`src/rtl/disp_sched_pkg.sv`:
```
// Shared constants for the debug display scheduler and the board top level.
package disp_sched_pkg;

  typedef enum logic [1:0] {
    IDLE = 2'd0,
    SHOW = 2'd1,
    ADV  = 2'd2
  } disp_state_t;

  localparam logic [7:0] DISP_BLANK       = 8'h00;
  localparam int         DWELL_CYCLES_DEF = 50_000_000;

endpackage

```
`src/rtl/disp_btn_sync.sv`:
```
// Two-flop synchronizer for the pre-debounced board button plus a registered
// rising-edge detector producing a single-cycle step pulse.
module disp_btn_sync (
  input  logic clk,
  input  logic rst,
  input  logic btn,
  output logic step,
  output logic level
);

  logic sync1;
  logic sync2;
  logic level_d;

  always_ff @(posedge clk or posedge rst) begin
    if (rst) begin
      sync1   <= 1'b0;
      sync2   <= 1'b0;
      level_d <= 1'b0;
      step    <= 1'b0;
    end else begin
      // NOTE: non-blocking assignments keep this a true shift chain; blocking
      // ones would collapse the synchronizer stages into a single flop.
      sync1   <= btn;
      sync2   <= sync1;
      level_d <= sync2;
      step    <= sync2 & ~level_d;
    end
  end

  assign level = sync2;

endmodule

```
`src/rtl/disp_sched.sv`:
```
// Round-robin scheduler sharing the two-digit hex display between up to eight
// byte-wide debug sources, with dwell-based rotation, manual step and freeze.
module disp_sched
  import disp_sched_pkg::*;
#(
  parameter int N_SRC        = 4,
  parameter int DWELL_CYCLES = DWELL_CYCLES_DEF
) (
  input  logic                       clk,
  input  logic                       rst,
  input  logic [8*N_SRC-1:0]         src_data,
  input  logic [N_SRC-1:0]           src_valid,
  input  logic                       auto_mode,
  input  logic                       btn_next,
  input  logic                       freeze,
  output logic [7:0]                 disp_data,
  output logic [$clog2(N_SRC)-1:0]   disp_sel,
  output logic                       disp_active
);

  localparam int              SW       = $clog2(N_SRC);
  localparam int              CW       = $clog2(DWELL_CYCLES);
  localparam logic [CW-1:0]   CNT_LAST = CW'(DWELL_CYCLES - 1);

  disp_state_t                state_q, state_d;
  logic [SW-1:0]              sel_d;
  logic [CW-1:0]              cnt_q, cnt_d;
  logic [7:0]                 data_d;
  logic [N_SRC-1:0][7:0]      src_bytes;
  logic                       step;
  logic                       btn_level_unused;
  logic                       cur_valid;
  logic                       expire;
  logic                       adv_hit;
  logic [SW-1:0]              adv_idx;
  logic [SW-1:0]              cand;

  disp_btn_sync u_btn_sync (
    .clk   (clk),
    .rst   (rst),
    .btn   (btn_next),
    .step  (step),
    .level (btn_level_unused)
  );

  assign src_bytes   = src_data;
  assign cur_valid   = src_valid[disp_sel];
  assign expire      = auto_mode && (cnt_q == CNT_LAST);
  assign disp_active = (state_q == SHOW);

  // Rotating priority search: the nearest valid index after disp_sel wins,
  // disp_sel itself is tried last so a lone source reselects itself.
  always_comb begin
    adv_hit = 1'b0;
    adv_idx = disp_sel;
    cand    = '0;
    for (int i = N_SRC; i >= 1; i--) begin
      cand = SW'((int'(disp_sel) + i) % N_SRC);
      if (src_valid[cand]) begin
        adv_hit = 1'b1;
        adv_idx = cand;
      end
    end
  end

  always_comb begin
    // NOTE: every signal driven here gets a default before the case, so no
    // path leaves it unassigned and no latch is inferred.
    state_d = state_q;
    sel_d   = disp_sel;
    cnt_d   = cnt_q;
    data_d  = disp_data;
    unique case (state_q)
      IDLE: begin
        data_d = DISP_BLANK;
        if (|src_valid) state_d = ADV;
      end
      ADV: begin
        cnt_d = '0;
        if (adv_hit) begin
          sel_d   = adv_idx;
          state_d = SHOW;
        end else begin
          data_d  = DISP_BLANK;
          state_d = IDLE;
        end
      end
      SHOW: begin
        if (!freeze) data_d = src_bytes[disp_sel];
        // Losing the shown source overrides freeze; step and expiry do not.
        if (!cur_valid) begin
          state_d = ADV;
        end else if (!freeze) begin
          if (step || expire) state_d = ADV;
          else if (auto_mode) cnt_d = cnt_q + 1'b1;
        end
      end
      default: state_d = IDLE;
    endcase
  end

  always_ff @(posedge clk or posedge rst) begin
    if (rst) begin
      state_q   <= IDLE;
      disp_sel  <= '0;
      cnt_q     <= '0;
      disp_data <= DISP_BLANK;
    end else begin
      state_q   <= state_d;
      disp_sel  <= sel_d;
      cnt_q     <= cnt_d;
      disp_data <= data_d;
    end
  end

endmodule

```
`config.mk`:
```
export PLATFORM = sky130hd
export DESIGN_NAME = disp_sched
export DESIGN_NICKNAME = d
export VERILOG_FILES = /design/src/rtl/disp_sched_pkg.sv /design/src/rtl/disp_btn_sync.sv /design/src/rtl/disp_sched.sv
export SDC_FILE = /design/constraint.sdc
export NUM_CORES = 1
export LEC_CHECK = 0
export ABC_AREA = 1
export CAP_MARGIN = 30
export CORE_MARGIN = 1
export CORE_UTILIZATION = 30
export CTS_CLUSTER_SIZE = 25
export DETAILED_ROUTE_END_ITERATION = 8
export PLACE_DENSITY = 0.5
export SYNTH_ARGS = -nofsm -noshare
export SYNTH_HDL_FRONTEND = slang
export SYNTH_SLANG_ARGS = --single-unit
```
`constraint.sdc`:
```
create_clock -name clk -period 1.9 [get_ports clk]
set_input_delay 0.38 -clock clk [delete_from_list [all_inputs] [get_ports clk]]
set_output_delay 0.38 -clock clk [all_outputs]
set_load 0.02 [all_outputs]
```
* After elaboration in Yosys (flattened, before gate mapping)
Index checks and enable logic that the tools add are counted.
** Operators by class
- Bitwise logic cells :: 2
- Order comparisons :: 5
- Multiplexer cells :: 34
- Reduce and logical (&&, ||, !) cells :: 11
- Equality and inequality tests :: 11
- $add $sub $neg :: 5
** Operator list (number)
- 26-bit two-way mux :: 4
- 26-bit case mux with 2 select lines :: 1
- 26-bit by 1-bit adder with 26-bit output (second input constant) :: 1
- 26-bit equality test (second input constant) :: 1
- 8-bit two-way mux :: 3
- 8-bit case mux with 3 select lines :: 1
- 8-bit binary-select mux with 2-bit select :: 1
- 2-bit two-way mux :: 8
- 2-bit by 3-bit < comparator with 1-bit output (second input constant) :: 5
- 1-bit binary-select mux with 2-bit select :: 5
- 1-bit two-way mux :: 10
- 2-bit inequality test (second input constant) :: 5
- 3-bit AND reduction :: 3
- 2-bit case mux with 3 select lines :: 1
- 5-bit AND reduction :: 1
- 2-bit by 1-bit adder with 2-bit output (second input constant) :: 2
- 2-bit adder (second input constant) :: 2
- 4-bit nonzero test :: 1
- 4-bit OR reduction :: 1
- 3-bit by 2-bit inequality test with 1-bit output (second input constant) :: 1
- 3-bit inequality test (second input constant) :: 1
- 3-bit nonzero test :: 1
- 2-bit by 1-bit equality test with 1-bit output (second input constant) :: 1
- 2-bit equality test (second input constant) :: 1
- other kinds (7) :: 7
** Word-level totals
- Word-level logic and storage cells :: 76
- Register bits after elaboration :: 42

* Depth between registers and ports, before layout
- Word-level depth :: 9
- Depth in mapped cells :: 12
- Depth with buffers taken out :: 11

* By module
A second synthesis with hierarchy kept.
** Second synthesis, totals
- Cell total of the unflattened synthesis :: 463
- Area, all modules :: 2914.0 µm²
** By module, submodules not included
- disp_sched :: area each 2800.2 µm², cells each 456, instances 1
- disp_btn_sync :: area each 113.9 µm², cells each 7, instances 1

* Least setup slack after synthesis
No wires, ideal clock.
- Kind :: reg-to-reg
- From :: reg cnt_q[0]
- To :: reg cnt_q[1]
- Data required time :: 1.783 ns
- Data arrival time :: 1.525 ns
- Path buffers :: 1
- Stages on the path, launching flop included :: 12
- Setup time :: 0.117 ns
- Path slack :: 0.258 ns
- Cell sequence :: dfrtp_1 -> ha_1 -> nand2_1 -> nor2_2 -> nand3_1 -> nor2_1 -> nand2_1 -> nand3_2 -> nand2_4 -> buf_4 -> nand3b_1 -> nand2_1
** On the way
- Word-level cells in the longest chain between the ends :: 6
** RTL lines
- start, declared :: RTL line disp_sched.sv:27 : logic [CW-1:0] cnt_q, cnt_d;
- start signal, assigned :: RTL line disp_sched.sv:111 : cnt_q <= cnt_d;
- 26-bit by 1-bit adder with 26-bit output :: RTL line disp_sched.sv:95 : else if (auto_mode) cnt_d = cnt_q + 1'b1;
- 26-bit two-way mux :: RTL line disp_sched.sv:95
- 26-bit two-way mux :: RTL line disp_sched.sv:94 : if (step || expire) state_d = ADV;
- 26-bit two-way mux :: RTL line disp_sched.sv:93 : end else if (!freeze) begin
- 26-bit two-way mux :: RTL line disp_sched.sv:91 : if (!cur_valid) begin
- 26-bit case mux with 2 select lines :: RTL line disp_sched.sv:73 : unique case (state_q)
Several ways; a longest one is shown, not always the timed one. The select of a mux whose other input is x is not followed.
A chain may end at the register's enable or synchronous reset.

* Worst setup path in the final report
- From :: reg disp_sel[0]
- To :: out disp_sel[0]
** RTL lines
- start, declared :: RTL line disp_sched.sv:17 : output logic [$clog2(N_SRC)-1:0] disp_sel,
- start signal, assigned :: RTL line disp_sched.sv:110 : disp_sel <= sel_d;
No word-level cell between the ends.

==> results.json <==
{
  "io_buffers": 51,
  "antenna_cells": 0,
  "post-route-period-util_pct": 97.23,
  "grt_max_degree": 27,
  "io_pins": 52,
  "max_stage_delay_ns": 0.67,
  "fin_cells": 661,
  "dp.cells": 653,
  "coreArea_um2": 9328,
  "synth_most_common_cell": "nand2_1",
  "fin_ws_ns": 0.05271,
  "synth_flop_cell": "dfrtp_1",
  "crit_path_top_delay_cell": "clkdlybuf4s50_1",
  "seq_area_frac_synth_pct": 35.91,
  "cp.arrival_ns": 1.47,
  "cts_buffers": 5,
  "postSynthAreaPerCell_um2": 6.335,
  "gp_congestion": 0.7961,
  "hold_ws_ns": 0.3700,
  "synthTopCellsByArea": "dfrtp_1 36%, nand2_1 21%, nand3_1 13%, nor2_1 9.5%, inv_1 4.2%",
  "cts_max_level": 2,
  "async_reset_ff_share_pct": 100.0,
  "clkTransAtPathRegs_ns": 0.09,
  "ys_types": 30,
  "maxCapViolations": 0,
  "nNetsFinal": 573,
  "num_vias": 2996,
  "antenna_found_initial": 0,
  "yosysTopAreaCell": "dfrtp_1",
  "insertion_delay_ns": 0.30,
  "multiInputGateArea_um2": 1677,
  "die_h_um": 100.8,
  "grt_first_pass_wirelength_um": 14060,
  "power.density_nw_per_um2": 994.1,
  "critical_path_class": "flop to output pin",
  "required_ns": 1.52,
  "tightestPinTransition_ns": 0.4725,
  "cts_tree": "done",
  "areaGrowthSynthToFinish_pct": 31.25,
  "layout-drive-gt1-share_pct": 7.895,
  "ant_nets": 0,
  "pre_cts_ws_ns": -0.1016,
  "root_buffer": "clkbuf_8",
  "finalHoldViolCount": 0,
  "drtIter0Drc": 146,
  "cp_top_family": "buffers and inverters",
  "fin_skew_ns": 0.01075,
  "syn_inst": 462,
  "fmax_ghz": 0.5413,
  "path_buf_inv": 1,
  "dp_hpwl_um": 6256,
  "overflow": 0,
  "postCtsSetupBuffers": 0,
  "critPathLaunchType": "flop",
  "setup_viol": 0,
  "cts_max_path_buffers": 2,
  "synth.cells.most_frequent": "166 x nand2_1, 78 x nand3_1, 74 x nor2_1",
  "end_kind": "output pin",
  "grt_util_all_layers_pct": 17.37,
  "worstHoldPathType": "primary input to asynchronous set/reset pin",
  "syn-cell-area_um2": 2927,
  "power.leakage_nw": 1.684,
  "dieArea_um2": 10150,
  "hold_buffers": 0,
  "via_per_inst": 4.533,
  "synth_fp_nets": 504,
  "synth-seq-cells": 42,
  "seq_area_um2": 1051,
  "grt_pass1_vias": 2925,
  "vdd_drop_max_mv": 0.5419,
  "drc_errors": 0,
  "synth_warnings": 0,
  "clock-sinks": 42,
  "maxSlewViolCount": 0,
  "max_slew_margin_pct": 68.38,
  "wl_um": 8038,
  "status": "finished, final reports clean",
  "die_w_um": 100.8,
  "synth-edff-count": 0,
  "fillers": 1008,
  "dr.pass1.iters": 4,
  "row_count": 35,
  "start_util_pct": 31.37,
  "min_period_ns": 1.847,
  "wl_per_cell_um": 12.16,
  "crit_chain": "clkdlybuf4s50_1",
  "netlist.area_leader.share_pct": 35.91,
  "rsz0062_at_grt": "false",
  "crit_fanout": 8
}
[cell type report]
cell class                      count  area share, %
Tap cell                          129          4.202
Inverter                           36          3.518
Clock inverter                      3         0.5537
Sequential cell                    42          27.36
Timing Repair Buffer               75          18.93
Multi-Input combinational cell    371          43.65
Clock buffer                        5          1.792
[path summary, 6_finish.rpt]
| kind | from | to | slack [ns] | depth (start not counted) |
|---|---|---|---|---|
| hold reg to reg | u_btn_sync.sync1$_DFF_PP0_ | u_btn_sync.level$_DFF_PP0_ | 0.37 | 0 |
| max in group asynchronous | rst | cnt_q[0]$_DFFE_PP0P_ | 1.05 | 3 |
| setup reg to reg | cnt_q[1]$_DFFE_PP0P_ | cnt_q[23]$_DFFE_PP0P_ | 0.20 | 11 |
| hold / removal | rst | cnt_q[14]$_DFFE_PP0P_ | 0.37 | 2 |
| setup / recovery | disp_sel[0]$_DFFE_PP0P_ | disp_sel[0] | 0.05 | 1 |
| min in group clk | u_btn_sync.sync1$_DFF_PP0_ | u_btn_sync.level$_DFF_PP0_ | 0.37 | 0 |
[flip-flops by register name (all words and copies together) (netlist names)]
register,cells
cnt_q,26
disp_data,8
u_btn_sync.step,1
u_btn_sync.level,1
disp_sel,2
u_btn_sync.level_d,1
u_btn_sync.sync1,1
state_q,2
[cells by family after synthesis]
kind of cell	after synthesis	synth area share [%]
DFF	42	35.91
AOI/OAI and AO/OA	26	5.387
adders and majority gates	1	0.4275
and+or+nand+nor	334	48.18
buffers and inverters	49	7.097
xor gates and xnor gates	10	2.993
[report_power, final]
part / leakage, nW / internal [mW] / switching (mW)
sequential: 0.568 / 1.03 / 0.125
combinational: 1.07 / 0.811 / 1.26
clock: 0.0441 / 0.259 / 0.332
[cell usage in the layout (no fill, tap or decap), types with 4 or more instances in the layout]
cell type        count
nand3_1             78
clkdlybuf4s50_1     50
xor2_1               8
nand2_1            166
nor2_1              74
buf_4               21
clkbuf_8             5
o21ai_0             12
a22oi_1              8
dfrtp_1             42
inv_2                4
inv_1               32
[timing repair]
action	4_1_cts	5_1_grt
resized for setup	1	1
setup endpoints to repair	1	23
endpoints found under the hold margin	0	0
[per-layer routing]
layer | up-vias | share of wire, % | GRT usage (%)
li1 | 1616 | - | -
met3 | 2 | 5.0 | 3.121
met5 | - | 0 | 0
met1 | 1316 | 53 | 25.80
met4 | 0 | 0.32 | 2.341
met2 | 62 | 42 | 26.82
[through the flow]
step	setup TNS, ns	util (%)	area [um^2]	power (mW)
global placement	-1.795	40.13	3744	3.228
detailed placement	-2.685	40.13	3744	3.242
CTS	0	41.09	3832	3.850
finish	0	41.18	3841	3.819
global route	0	41.18	3841	4.119
floorplan	0	-	2927	2.405
Note: power is estimated with default switching activity, not from simulation.
